--- config.mk ---
export PLATFORM = sky130hd
export DESIGN_NAME = mul8_sequencer
export DESIGN_NICKNAME = d
export VERILOG_FILES = /design/src/rtl/mul8_sequencer.sv
export SDC_FILE = /design/constraint.sdc
export NUM_CORES = 1
export LEC_CHECK = 0
export ABC_AREA = 1
export CORE_AREA = 2 2 67 69
export DETAILED_ROUTE_END_ITERATION = 8
export DIE_AREA = 0 0 69 71
export GPL_TIMING_DRIVEN = 0
export PLACE_DENSITY = 0.86
export SKIP_LAST_GASP = 1
export SLEW_MARGIN = 20
export SYNTH_ARGS = -nofsm -noshare
export SYNTH_HDL_FRONTEND = slang
export SYNTH_SLANG_ARGS = --single-unit
--- constraint.sdc ---
create_clock -name aclk -period 1.95 [get_ports aclk]
set_input_delay 0.2925 -clock aclk [delete_from_list [all_inputs] [get_ports aclk]]
set_output_delay 0.2925 -clock aclk [all_outputs]
set_load 0.01 [all_outputs]
--- src/rtl/mul8_sequencer.sv ---
// mul8_sequencer: upstream driver for the 8-bit multiplier stage.
// Takes operand pairs over a valid/accept handshake. Runs the multiplier's
// two-cycle register-write phases, then strobes the multiplier and waits for
// it to finish. The captured product is offered downstream over valid/taken.
// Optional feature: define MUL8_SEQ_TIMEOUT_EN to add a BUSY watchdog that
// sets the sticky tx_error flag and completes with a zero product.

module mul8_sequencer (
  input  logic        aclk,
  input  logic        areset,
  input  logic        rx_valid,
  input  logic [7:0]  rx_a,
  input  logic [7:0]  rx_b,
  output logic        tx_accept,
  output logic        tx_mul_enable,
  output logic [1:0]  tx_mul_write,
  output logic [7:0]  tx_mul_operand,
  output logic        tx_mul_strobe,
  input  logic [15:0] rx_mul_result,
  input  logic        rx_mul_ready,
  output logic        tx_valid,
  output logic [15:0] tx_product,
  input  logic        rx_taken,
  output logic        tx_error
);

  localparam logic [2:0] S_IDLE   = 3'd0;
  localparam logic [2:0] S_LOAD_A = 3'd1;
  localparam logic [2:0] S_LOAD_B = 3'd2;
  localparam logic [2:0] S_SETTLE = 3'd3;
  localparam logic [2:0] S_STROBE = 3'd4;
  localparam logic [2:0] S_BUSY   = 3'd5;
  localparam logic [2:0] S_DONE   = 3'd6;

  // The multiplier registers enable/write internally, so each write phase
  // must hold its operand for two cycles: leave after phase count 1.
  localparam logic [1:0] PHASE_LAST = 2'd1;

  logic [2:0]  state_q, state_d;
  logic [1:0]  phase_q, phase_d;
  logic [7:0]  a_q, a_d;
  logic [7:0]  b_q, b_d;
  logic        seen_low_q, seen_low_d;
  logic [15:0] product_q, product_d;
  logic        enable_q, enable_d;

`ifdef MUL8_SEQ_TIMEOUT_EN
  // Count value on the 31st consecutive BUSY cycle without completion.
  localparam logic [4:0] WD_LAST = 5'd30;

  logic [4:0]  wd_q, wd_d;
  logic        error_q, error_d;
`endif

  // Next-state, operand latching, completion detection and product capture.
  always_comb begin
    state_d    = state_q;
    a_d        = a_q;
    b_d        = b_q;
    seen_low_d = 1'b0;
    product_d  = product_q;
    enable_d   = 1'b1;
`ifdef MUL8_SEQ_TIMEOUT_EN
    wd_d       = 5'd0;
    error_d    = error_q;
`endif
    case (state_q)
      S_IDLE: begin
        if (rx_valid && enable_q) begin
          a_d     = rx_a;
          b_d     = rx_b;
          state_d = S_LOAD_A;
        end
      end
      S_LOAD_A: begin
        if (phase_q == PHASE_LAST) state_d = S_LOAD_B;
      end
      S_LOAD_B: begin
        if (phase_q == PHASE_LAST) state_d = S_SETTLE;
      end
      S_SETTLE: state_d = S_STROBE;
      S_STROBE: state_d = S_BUSY;
      S_BUSY: begin
        // Ready may still be high from the previous idle period; only a
        // low-then-high sequence seen inside BUSY means the product is done.
        seen_low_d = seen_low_q | ~rx_mul_ready;
        if (seen_low_q && rx_mul_ready) begin
          product_d = rx_mul_result;
          state_d   = S_DONE;
        end
`ifdef MUL8_SEQ_TIMEOUT_EN
        else if (wd_q == WD_LAST) begin
          error_d   = 1'b1;
          product_d = 16'h0000;
          state_d   = S_DONE;
        end else begin
          wd_d = wd_q + 5'd1;
        end
`endif
      end
      S_DONE: begin
        if (rx_taken) state_d = S_IDLE;
      end
      default: state_d = S_IDLE;
    endcase
    phase_d = (state_d != state_q) ? 2'd0 : phase_q + 2'd1;
  end

  // State and datapath registers; reset drops any in-flight pair.
  always_ff @(posedge aclk or posedge areset) begin
    if (areset) begin
      state_q    <= S_IDLE;
      phase_q    <= 2'd0;
      a_q        <= 8'h00;
      b_q        <= 8'h00;
      seen_low_q <= 1'b0;
      product_q  <= 16'h0000;
      enable_q   <= 1'b0;
    end else begin
      state_q    <= state_d;
      phase_q    <= phase_d;
      a_q        <= a_d;
      b_q        <= b_d;
      seen_low_q <= seen_low_d;
      product_q  <= product_d;
      enable_q   <= enable_d;
    end
  end

`ifdef MUL8_SEQ_TIMEOUT_EN
  // Watchdog counter and sticky error flag.
  always_ff @(posedge aclk or posedge areset) begin
    if (areset) begin
      wd_q    <= 5'd0;
      error_q <= 1'b0;
    end else begin
      wd_q    <= wd_d;
      error_q <= error_d;
    end
  end

  assign tx_error = error_q;
`else
  assign tx_error = 1'b0;
`endif

  // Multiplier bus and handshake outputs decoded from the current state.
  always_comb begin
    tx_accept      = 1'b0;
    tx_mul_write   = 2'b00;
    tx_mul_operand = 8'h00;
    tx_mul_strobe  = 1'b0;
    tx_valid       = 1'b0;
    case (state_q)
      S_IDLE:   tx_accept = enable_q;
      S_LOAD_A: begin
        tx_mul_write   = 2'b01;
        tx_mul_operand = a_q;
      end
      S_LOAD_B: begin
        tx_mul_write   = 2'b10;
        tx_mul_operand = b_q;
      end
      S_STROBE: tx_mul_strobe = 1'b1;
      S_DONE:   tx_valid = 1'b1;
      default: ;
    endcase
  end

  assign tx_mul_enable = enable_q;
  assign tx_product    = product_q;

endmodule

# Yosys cells after proc, flatten, opt, wreduce, memory -nomap -nowiden

Cells that the tools add are included.
W data, S select, Z words.

Add/subtract/negate cells: 1
Equal/unequal tests: 8
Muxes and demuxes: 13
Bitwise gates (word level): 2
Reductions and logical operators: 5

Operators by type and width:

| cell                  | count |
|---|---|
| $pmux W3 S7           | 1 |
| $pmux W8 S2           | 1 |
| $mux W3               | 5 |
| $eq A3 B3 Y1 const B  | 3 |
| $eq A3 B2 Y1 const B  | 2 |
| $mux W1               | 4 |
| $pmux W2 S2           | 1 |
| $reduce_and A2 Y1     | 2 |
| $eq A3 B1 Y1 const B  | 1 |
| $logic_not A3 Y1      | 1 |
| $ne A3 B3 Y1          | 1 |
| $add A2 B1 Y2 const B | 1 |
| $eq A2 B1 Y1 const B  | 1 |
| $logic_and A1 B1 Y1   | 2 |
| $mux W2               | 1 |
| $not A1 Y1            | 1 |
| $or A1 B1 Y1          | 1 |

Flip-flop bits (word level): 39
Bits of input ports: 37
Word-level logic and storage cells: 36

# Depth between registers and ports, before layout

Gate-level depths: netlist (run 1).

Depth after elaboration: 5
Mapped depth: 9
Depth with buffers taken out: 9

# Least setup slack after synthesis (run 1)

No wires, ideal clock.

Path type: register to register
Start point: register state_q[1]
End point: register product_q[0], in the netlist tx_product[0]
Setup time: 0.127 ns
Data arrival time: 1.249 ns
Required time: 1.823 ns
Slack: 0.573 ns
Stages on the path, launching flop included: 6
Path buffers: 1
Period minus slack after synthesis: 1.377 ns
Path through: dfrtp_1 -> inv_2 -> nand3_4 -> nor2_8 -> buf_6 -> mux2_1

Longest elaborated chain between the ends: 2

Ends and longest elaborated chain:

| element                     | RTL line | source |
|---|---|---|
| start, declared             | 39       | `logic [2:0] state_q, state_d;` |
| start signal, assigned      | 120      | `state_q <= state_d;` |
| $eq A3 B3 Y1                | 67       | `case (state_q)` |
| $reduce_and A2 Y1 (no line) | --       |  |
| end signal, assigned        | 125      | `product_q <= product_d;` |
| end, declared               | 44       | `logic [15:0] product_q, product_d;` |

Every way passes these cells.
A chain may end at the register's enable or synchronous reset.

# Worst setup path after layout (run 1)

Start point: register state_q[0]
End point: output tx_mul_write[1]

Longest elaborated chain between the ends: 2

Ends and longest elaborated chain:

| element                                             | RTL line | source |
|---|---|---|
| $eq A3 B2 Y1 / $eq A3 B1 Y1 (equally long branches) | 154      | `case (state_q)` |
| $pmux W2 S2 *                                       | 154      |  |
| end, declared                                       | 16       | `output logic [1:0] tx_mul_write,` |

Mark *: on every way between the ends. The rest lies on a longest branch, timed or not.

==> out/qor.yml, run 1 <==
final_layout:
  stdcell_area_mm2: 0.00267
  nNetsFinal: 280
  layout-drive-gt1-share_pct: 23.5
  synthToLayoutAreaGrowth_pct: 48.3
  n_fill_cell: 356
  multiInputGateArea_um2: 679
  seqCellArea_um2: 980
  num_antenna_cells: 0
clock_network:
  cts_root_buf: "clkbuf_8"
  cts_made_buffers: 5
  h-tree-depth: 2
  clkTransAtPathRegs_ns: 0.07
  cts.hold.buffers_added: 0
  cts_tree: "yes"
  clk_latency_ns: 0.28
  cts_buffer_depth: 2
  cts_sinks: 39
timing:
  rsz0062_at_grt: "true"
  min_period_over_period_pct: 98.5
  tns_ns: 0
  slew_viol_final: 0
  finalHoldViolations: 0
  worst_clock_skew_ns: 0.00581
  period_needed_ns: 1.92
  setup_violations: 0
  maxClockFrequency_ghz: 0.521
worst_setup_path:
  required_ns: 1.66
  cp_max_fo: 7
  timing.rr.start: "state_q[1]"
  crit_type: "reg -> out"
  critPathTopFamily: "buffers and inverters"
  crit_slowest_cell: "clkdlybuf4s50_1"
  crit_chain: "inv_4 > nand3_4 > inv_4 > clkdlybuf4s50_1"
  cpPeakStageDelay_ns: 0.54
  reg2reg_slack_ns: 0.48
  endpoint_kind: "primary output"
  reg2reg_depth: 5
  crit_top_cell: "inv_4"
  worstPathArrival_ns: 1.63
  start_kind: "flop"
  timing.rr.end: "tx_product[6]"
  worst-path-buf-inv: 3
logic_synthesis:
  synth_cells: 165
  synth.distinct_cells: 25
  yosysWarnings: 0
  syn_area_mm2: 0.00180
  avgSynthCellArea_um2: 10.9
  synth_nets: 203
  ys_ff_latch: 39
  seq_area_frac_synth_pct: 54.2
power:
  seqPwrFrac_pct: 36.3
  p_sw_share_pct: 36.0
  switching_power_uw: 1360
  irDropWorstVdd_mv: 0.640
  leakagePower_uw: 0.00131
  clkPwrFrac_pct: 13.6
  power_density_mw_per_mm2: 1420
  internal_power_uw: 2430
  combPwrFrac_pct: 50.2
  total_power_uw: 3790
run:
  maxCapViolations: 0
floorplan:
  dieArea_mm2: 0.00490
  die_y_um: 71
  die_width_um: 69
  floorplan.initialDensity_pct: 42.9
  pin_count: 68
  core-area_mm2: 0.00420
  rows: 24
placed_design:
  place_hpwl_um: 2830
  io_buffer_count: 66
  place.gp.congestion: 0.767
  placed_area_mm2: 0.00255
route:
  routed-via-count: 1374
  post_drt_wl_per_cell_um: 13.0
  drt_iter0_markers: 51
  drtPass1Iterations: 4
  wl_um: 3830
  routed_via_density: 4.66
  ant_nets: 0
  drc: 0
grt:
  grt_first_pass_wirelength_um: 6640
  grt_pass1_vias: 1473
  antenna_found_initial: 0
  grt_usage_pct: 17.1
  grt.overflow.total: 0
  grt_max_degree: 24
worst_hold_path:
  hp-class: "in -> async"
run_status:
  status: "finished clean"
[power by group through the flow]
| stage | combinational [µW] | clock (µW) | sequential [µW] |
|---|---|---|---|
| floorplan | 1020 | 0 | 1430 |
| global placement | 1870 | 0 | 1370 |
| detailed placement | 1920 | 0 | 1390 |
| CTS | 1930 | 532 | 1370 |
| global route | 2080 | 565 | 1420 |
| finish | 1900 | 514 | 1370 |
[cell families (layout without fill, tap and decap cells)]
| logic type | count (synthesis) | in the layout | share of synthesized area [%] |
|---|---|---|---|
| compound gates | 25 | 25 | 9.37 |
| flops | 39 | 39 | 54.2 |
| buf+inv | 31 | 109 | 8.54 |
| mux | 19 | 19 | 12.5 |
| fa+ha+maj | 1 | 1 | 0.694 |
| other cells | 2 | 2 | 0.417 |
| simple gates | 48 | 48 | 14.3 |
[stage by stage]
step	hold WS (ns)	cells	util, %	setup slack, ns
after detailed placement	0.432	284	60.8	0.0322
after global routing	0.320	295	63.6	-0.0367
after floorplan	0.378	165	-	0.573
after global placement	0.417	283	60.1	-0.0629
final	0.305	295	63.6	0.0295
after CTS	0.316	295	63.4	0.00759
[layer usage]
| layer | share of wire (%) | track usage [%] | vias to the layer above | wire [µm] |
|---|---|---|---|---|
| li1 | - | - | 675 | - |
| met1 | 42 | 20.3 | 638 | 1600 |
| met2 | 49 | 28.8 | 55 | 1870 |
| met3 | 8.1 | 6.55 | 6 | 311 |
| met4 | 1.1 | 5.66 | 0 | 42 |
| met5 | 0 | 0 | - | 0 |
[cells in the mapped netlist, drive strengths merged]
cell	n	area [µm²]
dfrtp	39	976
inv	25	96.4
nor2	25	120
mux2	19	225
nand2	18	85.1
a21oi	16	118
buf	6	57.6
nand3	5	52.6
o22ai	5	31.3
o21ai	4	20.0
conb	2	7.51
ha	1	12.5
[sequential cells by signal, indices dropped and copies added, names as in the netlist]
signal and count:
seen_low_q 1, tx_product 16, b_q 8, state_q 3, phase_q 2, a_q 8
tx_mul_enable 1
[layout by cell type, fill, tap and decap left out, types with 5 or more instances in the layout]
master           netlist  final
o22ai_1                5      5
mux2_2                 6      6
dfrtp_1               39     36
nand2_1               11     11
clkbuf_8               0      5
clkdlybuf4s50_1        0     56
nand2_2                7      7
inv_1                 21     20
a21oi_2               10     10
dlygate4sd2_1          0      8
mux2_1                10     10
nor2_1                22     22
a21oi_1                6      6
[how the worst max path moves through the flow]
| stage | from | end | slack [ns] | depth (start not counted) |
|---|---|---|---|---|
| 3_5_place_dp | state_q[2] | tx_mul_operand[1] | 0.03 | 6 |
| 2_1_floorplan | state_q[1] | tx_product[0] | 0.57 | 5 |
| 5_1_grt | state_q[0] | tx_mul_write[1] | -0.04 | 4 |
| 3_3_place_gp | areset | tx_mul_enable | -0.06 | 2 |
| 4_1_cts | state_q[0] | tx_mul_write[1] | 0.008 | 4 |
| 6_report | state_q[0] | tx_mul_write[1] | 0.03 | 4 |
[final cells by class]
cell class,count,area share (%)
tap,52,2.43
timing repair buffer,70,26.4
clock buffer,7,2.86
buffer,6,2.15
clock inverter,1,0.187
multi-input combinational,95,25.4
inverter,25,3.89
sequential,39,36.7
[worst register-to-register path, stage by stage (launching register included)]
cell	delay, ns
dfrtp_2	0.44
inv_4	0.10
nand3_4	0.11
nor2_8	0.19
buf_6	0.18
mux2_1	0.34
[repair_timing]
action                                  CTS  global route
resized for setup                        14             3
setup buffers                             3             0
pin swaps                                 0             0
endpoints found under the setup margin   10             4
(Power assumes the default switching activity.)
==> run 2: changes to the inputs <==
--- a/config.mk
+++ b/config.mk
@@ -9,8 +9,9 @@
 export CORE_AREA = 2 2 67 69
 export DETAILED_ROUTE_END_ITERATION = 8
 export DIE_AREA = 0 0 69 71
+export DONT_BUFFER_PORTS = 1
 export GPL_TIMING_DRIVEN = 0
-export PLACE_DENSITY = 0.86
+export PLACE_DENSITY = 0.65
 export SKIP_LAST_GASP = 1
 export SLEW_MARGIN = 20
 export SYNTH_ARGS = -nofsm -noshare
==> run 2 against run 1 <==
Highest routed layer unchanged. Final cell count down 24%. Sequential power up 7%. Non-clock buffer count down 70. Clock power up 32%.
==> out/qor.yml, run 2 (synthesis results as in run 1) <==
grt:
  grt_first_pass_wirelength_um: 5970  # was 6640 µm
  grt.overflow.total: 0  # unchanged
  grt_usage_pct: 15.8  # was 17.1%
  grt_pass1_vias: 1305  # was 1473
  grt_max_degree: 40  # was 24
  antenna_found_initial: 0  # unchanged
timing:
  worst_pin_slew_ns: 0.800
  tns_ns: 0  # unchanged
  maxSlewHeadroom_pct: 46.6
  setup_violations: 0  # unchanged
  rsz0062_at_grt: "false"  # was true
  worst_clock_skew_ns: 0.0142  # was 0.00581 ns
  finalHoldViolations: 0  # unchanged
  slew_viol_final: 0  # unchanged
  min_period_over_period_pct: 91.1  # was 98.5%
  hold_slack_ns: 0.0169  # was 0.305 ns
  period_needed_ns: 1.78  # was 1.92 ns
  maxClockFrequency_ghz: 0.563  # was 0.521 GHz
final_layout:
  stdcell_area_mm2: 0.00198  # was 0.00267 mm²
  stdcell_count: 225  # was 295
  multiInputGateArea_um2: 672  # was 679 µm²
  layout_common_cells: "dfrtp_1 (39), nor2_1 (22), inv_1 (20), nand2_1 (11)"  # was clkdlybuf4s50_1 (56), dfrtp_1 (36), nor2_1 (22), inv_1 (20), nand2_1 (11)
  layout-drive-gt1-share_pct: 30.1  # was 23.5%
  largest_reg_flops: 16  # unchanged
  n_fill_cell: 408  # was 356
  num_antenna_cells: 0  # unchanged
  final_common_cell: "dfrtp_1"  # was clkdlybuf4s50_1
  nNetsFinal: 210  # was 280
  synthToLayoutAreaGrowth_pct: 9.86  # was 48.3%
  seqCellArea_um2: 976  # was 980 µm²
worst_setup_path:
  crit_type: "reg -> out"  # unchanged
  endpoint_kind: "primary output"  # unchanged
  required_ns: 1.66  # about the same
  start_kind: "flop"  # unchanged
  worstPathArrival_ns: 1.48  # was 1.63 ns
  cp_max_fo: 10  # was 7
floorplan:
  pin_count: 68  # unchanged
  floorplan.initialDensity_pct: 42.9  # unchanged
  die_y_um: 71  # unchanged
  dieArea_mm2: 0.00490  # unchanged
  core-area_mm2: 0.00420  # unchanged
  rows: 24  # unchanged
  die_width_um: 69  # unchanged
clock_network:
  cts_tree: "yes"  # unchanged
  clkTransAtPathRegs_ns: 0.09  # was 0.07 ns
  cts_buffer_depth: 2  # unchanged
  cts_sinks: 39  # unchanged
  post-cts-setup-buffers: 0  # was 3
  cts-resized-gates: 0  # was 14
  h-tree-depth: 2  # unchanged
  cts.hold.buffers_added: 0  # unchanged
  cts_made_buffers: 5  # unchanged
  clk_latency_ns: 0.30  # was 0.28 ns
  cts_root_buf: "clkbuf_8"  # unchanged
route:
  ant_nets: 0  # unchanged
  routed_via_density: 5.16  # was 4.66
  post_drt_wl_per_cell_um: 15.5  # was 13.0 µm
  routed-via-count: 1161  # was 1374
  drtPass1Iterations: 4  # unchanged
  drt_iter0_markers: 41  # was 51
  drc: 0  # unchanged
  wl_um: 3480  # was 3830 µm
placed_design:
  placed_area_mm2: 0.00187  # was 0.00255 mm²
  place.gp.congestion: 0.796  # was 0.767
  place_hpwl_um: 2590  # was 2830 µm
  place_inst: 217  # was 284
  io_buffer_count: 0  # was 66
worst_hold_path:
  hp-class: "in -> async"  # unchanged
power:
  leakagePower_uw: 0.000997  # was 0.00131 µW
  irDropWorstVdd_mv: 0.662  # was 0.640 mV
  power_density_mw_per_mm2: 1690  # was 1420 mW/mm²
run:
  maxCapViolations: 0  # unchanged
run_status:
  status: "finished clean"  # unchanged
run 2: cell types whose count changed in the layout (fill, tap and decap cells not counted):
cell             delta
buf_16              -1
buf_4               -3
bufinv_16           +1
clkbuf_1            -2
clkdlybuf4s50_1    -56
clkinv_4            +1
dfrtp_1             +3
dfrtp_2             -3
dlygate4sd2_1       -8
dlymetal6s2s_1      -2
inv_2               +3
inv_4               -3
nand3_2             +1
nand3_4             -1
run 2: critical path, stage by stage (launching register included):
cell	delay, ns
dfrtp_1	0.45
inv_2	0.15
nand3_2	0.10
buf_6	0.16
o21ai_0	0.33
run 2: final timing paths:
check / startpoint / to / slack, ns / depth (start not counted)
max in group asynchronous: areset / state_q[2] / 1.42 / 1
setup / recovery: state_q[1] / tx_mul_operand[1] / 0.17 / 4
setup reg to reg: state_q[1] / tx_product[4] / 0.41 / 5
hold / removal: areset / tx_product[6] / 0.02 / 1
min in group aclk: rx_mul_ready / seen_low_q / 0.08 / 1
hold reg to reg: phase_q[0] / phase_q[0] / 0.44 / 1
run 2: cell type report:
cell class                 count  share of cell area [%]
multi-input combinational     95                    33.9
sequential                    39                    49.3
clock inverter                 3                    2.21
clock buffer                   5                    3.48
inverter                      25                    4.87
tap                           52                    3.29
buffer                         6                    2.91
run 2: per-stage QoR:
step	setup slack [ns]	utilization [%]	total power, µW
6_report	0.173	47.1	3340
5_1_grt	0.0804	47.1	3600
4_1_cts	0.166	47.1	3380
3_5_place_dp	0.419	44.4	2710
3_3_place_gp	0.453	44.4	2620
2_1_floorplan	0.573	-	2450
run 2: per-layer routing:
metal	vias up	share of wire, %	track usage (%)	wire length [µm]
li1	538	-	-	-
met1	562	40	17.0	1400
met2	52	50	27.8	1750
met3	9	7.3	5.70	254
met4	0	2.4	7.19	85
met5	-	0	0	0
run 2: power breakdown:
group | internal, µW | switching, µW | total [µW] | leakage [µW]
Sequential | 1180 | 289 | 1470 | 0.000465
Clock | 381 | 295 | 676 | 0.0000581
Combinational | 474 | 717 | 1190 | 0.000474
Total | 2040 | 1300 | 3340 | 0.000997
==> patch (config.mk and constraints of run 2) <==
Build with the macro `MUL8_SEQ_TIMEOUT_EN` defined.
--- a/src/rtl/mul8_sequencer.sv
+++ b/src/rtl/mul8_sequencer.sv
@@ -5,4 +5,6 @@
 // Optional feature: define MUL8_SEQ_TIMEOUT_EN to add a BUSY watchdog that
 // sets the sticky tx_error flag and completes with a zero product.
+
+`define MUL8_SEQ_TIMEOUT_EN
 
 module mul8_sequencer (
Check against the original RTL: same outputs for any inputs over 10 cycles, from zero or initial values and one cycle with areset high; that may be too few to reach the edited logic, so the function may still have changed.
==> patch against run 2 <==
Worst setup slack lost 0.034 ns; sequential share of layout area up 1.6 points; total power decreased by 6.2%; via count rose by 18%; critical path depth is 2 higher; combinational power decreased by 20%; sequential cell count grew 6; clock power fell by 16%; final area grew 12%; synthesized area increased by 10%; cell count rose by 22%; routed wire length up 4.3%; count of clock-buffer cells in the layout increased by 1.
==> patch: results (changes against run 2) <==
set qor(status) {finished clean} ;# unchanged
set qor(holdCritPathClass) {input port to register} ;# was input port to async pin
set qor(drt-vias-per-instance) 5.011 ;# was 5.160
set qor(dpl_cell_area_mm2) 0.002072 ;# was 0.001867 mm²
set qor(drc_violation_total_after_the_first_tritonroute_iteration) 58 ;# was 41
set qor(worst_setup_path_startpoint) {state_q[1]} ;# unchanged
set qor(port-buffer-count) 0 ;# unchanged
set qor(cts_buffer_depth) 2 ;# unchanged
set qor(finalHoldViolations) 0 ;# unchanged
set qor(grt_start_max_net_pins) 27 ;# was 40
set qor(place_ws_ns) 0.03273 ;# was 0.4193 ns
set qor(synthTopCellsByArea) {dfrtp_1 (57%), nand2_1 (6.8%), inv_1 (6.2%), nor2_1 (4.5%), o21ai_0 (3.8%)} ;# was dfrtp_1 (54%), mux2_1 (6.3%), a21oi_2 (4.9%), nor2_1 (4.6%), inv_1 (4.4%)
set qor(max-vdd-ir-drop_mv) 0.6514 ;# was 0.6621 mV
set qor(synth_commonest_cells) {dfrtp_1 (45), nand2_1 (36), inv_1 (33)} ;# was dfrtp_1 (39), nor2_1 (22), inv_1 (21)
set qor(cp.arrival_ns) 1.52 ;# was 1.48 ns
set qor(drive_gt1_share_pct) 18.47 ;# was 30.06%
set qor(htreeDepth) 2 ;# unchanged
set qor(routed_wire_length_um) 3632 ;# was 3483 µm
set qor(grt_antenna_before_repair) 0 ;# unchanged
set qor(synth.distinct_cells) 27 ;# was 25
set qor(ant_diodes) 0 ;# unchanged
set qor(groute.usage.overall_pct) 16.15 ;# was 15.78%
set qor(root_buffer) {clkbuf_8} ;# unchanged
set qor(worst-r2r-setup-slack_ns) 0.39 ;# was 0.41 ns
set qor(grt_pass1_vias) 1384 ;# was 1305
set qor(p_leak_nw) 1.118 ;# was 0.9971 nW
set qor(worstHoldStart) {rx_mul_result[3]}
set qor(synth-warning-count) 0 ;# unchanged
set qor(largest_reg_flops) 16 ;# unchanged
set qor(critical_path.max_fanout) 8 ;# was 10
set qor(p_sw_share_pct) 37.77 ;# was 38.95%
set qor(final.setup_skew_ns) 0.006717 ;# was 0.01421 ns
set qor(cts_inserted_buffers) 5 ;# unchanged
set qor(wire_length_of_the_first_global_routing_pass_um) 6292 ;# was 5968 µm
set qor(synthArstFlopShare_pct) 100.0 ;# unchanged
set qor(insertion_delay_ns) 0.29
set qor(clock.fmax_mhz) 552.3 ;# was 562.9 MHz
set qor(design.final.nets) 262 ;# was 210
set qor(worst_setup_hold_path_clk_slew_ns) 0.08
set qor(fillerInstances) 405 ;# was 408
set qor(synth_sequential_area_ratio_pct) 56.68 ;# was 54.17%
set qor(timing.rr.start) {state_q[2]} ;# was state_q[1]
set qor(syn-num-nets) 253 ;# was 203
set qor(detail_route.first_pass.iterations) 4 ;# unchanged
set qor(detailedPlacementHpwl_um) 2720 ;# was 2591 µm
set qor(gp_congestion) 0.7328 ;# was 0.7961
patch: cell types whose count changed after synthesis, moves of 6 or more:
| cell | delta |
|---|---|
| mux2_1 | -10 |
| o21ai_0 | +11 |
| o21ai_1 | +10 |
| inv_1 | +12 |
| dfrtp_1 | +6 |
| nand2_1 | +25 |
| a21oi_2 | -10 |
patch: per-layer routing:
layer | share of wire, % | GRT usage, %
met1 | 44 | 19.78
met2 | 48 | 26.60
met3 | 6.1 | 5.556
met4 | 1.6 | 6.100
met5 | 0 | 0
patch: cell families after synthesis:
logic type | after synthesis | share of synthesized area, %
XOR/XNOR | 3 | 1.323
adder cells (fa/ha/maj) | 3 | 1.889
multiplexers | 7 | 4.345
AO/OA/AOI/OAI | 39 | 10.20
buffers and inverters | 40 | 8.250
other | 1 | 0.1887
AND/OR/NAND/NOR | 75 | 17.13
flip-flops | 45 | 56.68
patch: critical path, stage by stage, from the launching register on:
cell     delay (ns)
dfrtp_2        0.44
inv_1          0.10
nor2_1         0.13
inv_1          0.11
nor2_4         0.13
inv_2          0.13
o21ai_2        0.20
patch: worst paths after layout:
kind	depth (start not counted)	endpoint
max in group asynchronous	3	state_q[1]
min reg2reg	1	phase_q[0]
max	6	tx_mul_operand[5]
min in group asynchronous	2	tx_product[14]
max reg2reg	6	a_q[1]
min	2	tx_product[3]
patch: layout make-up:
class	count	share of cell area, %
Multi-Input combinational cell	128	33.30
Timing Repair Buffer	2	1.357
Clock inverter	1	0.3392
Clock buffer	6	3.731
Buffer	4	1.300
Sequential cell	45	50.93
Tap cell	52	2.940
Inverter	36	6.105
patch: per-stage QoR:
stage | total power, mW | hold slack, ns | instances | util [%]
after floorplan | 2.314 | 0.4088 | 213 | -
after global placement | 2.495 | 0.4228 | 265 | 48.81
after detailed placement | 2.541 | 0.2056 | 266 | 49.29
after CTS | 3.156 | 0.1113 | 274 | 52.11
after global routing | 3.417 | 0.1163 | 274 | 52.65
final | 3.132 | 0.1246 | 274 | 52.65
patch: repair_timing:
item                                    4_1_cts  5_1_grt
endpoints found under the setup margin        8        8
hold buffers                                  1        0
hold endpoints to repair                     19        0
gates resized for setup                      14        5
buffers inserted                              0        0
patch: power by group through the flow:
| stage | clock (mW) | sequential (mW) | combinational, mW |
|---|---|---|---|
| final | 0.568 | 1.61 | 0.957 |
| after detailed placement | 0 | 1.62 | 0.923 |
| after global routing | 0.632 | 1.66 | 1.12 |
| after CTS | 0.597 | 1.61 | 0.949 |
| after floorplan | 0 | 1.56 | 0.756 |
| after global placement | 0 | 1.61 | 0.883 |
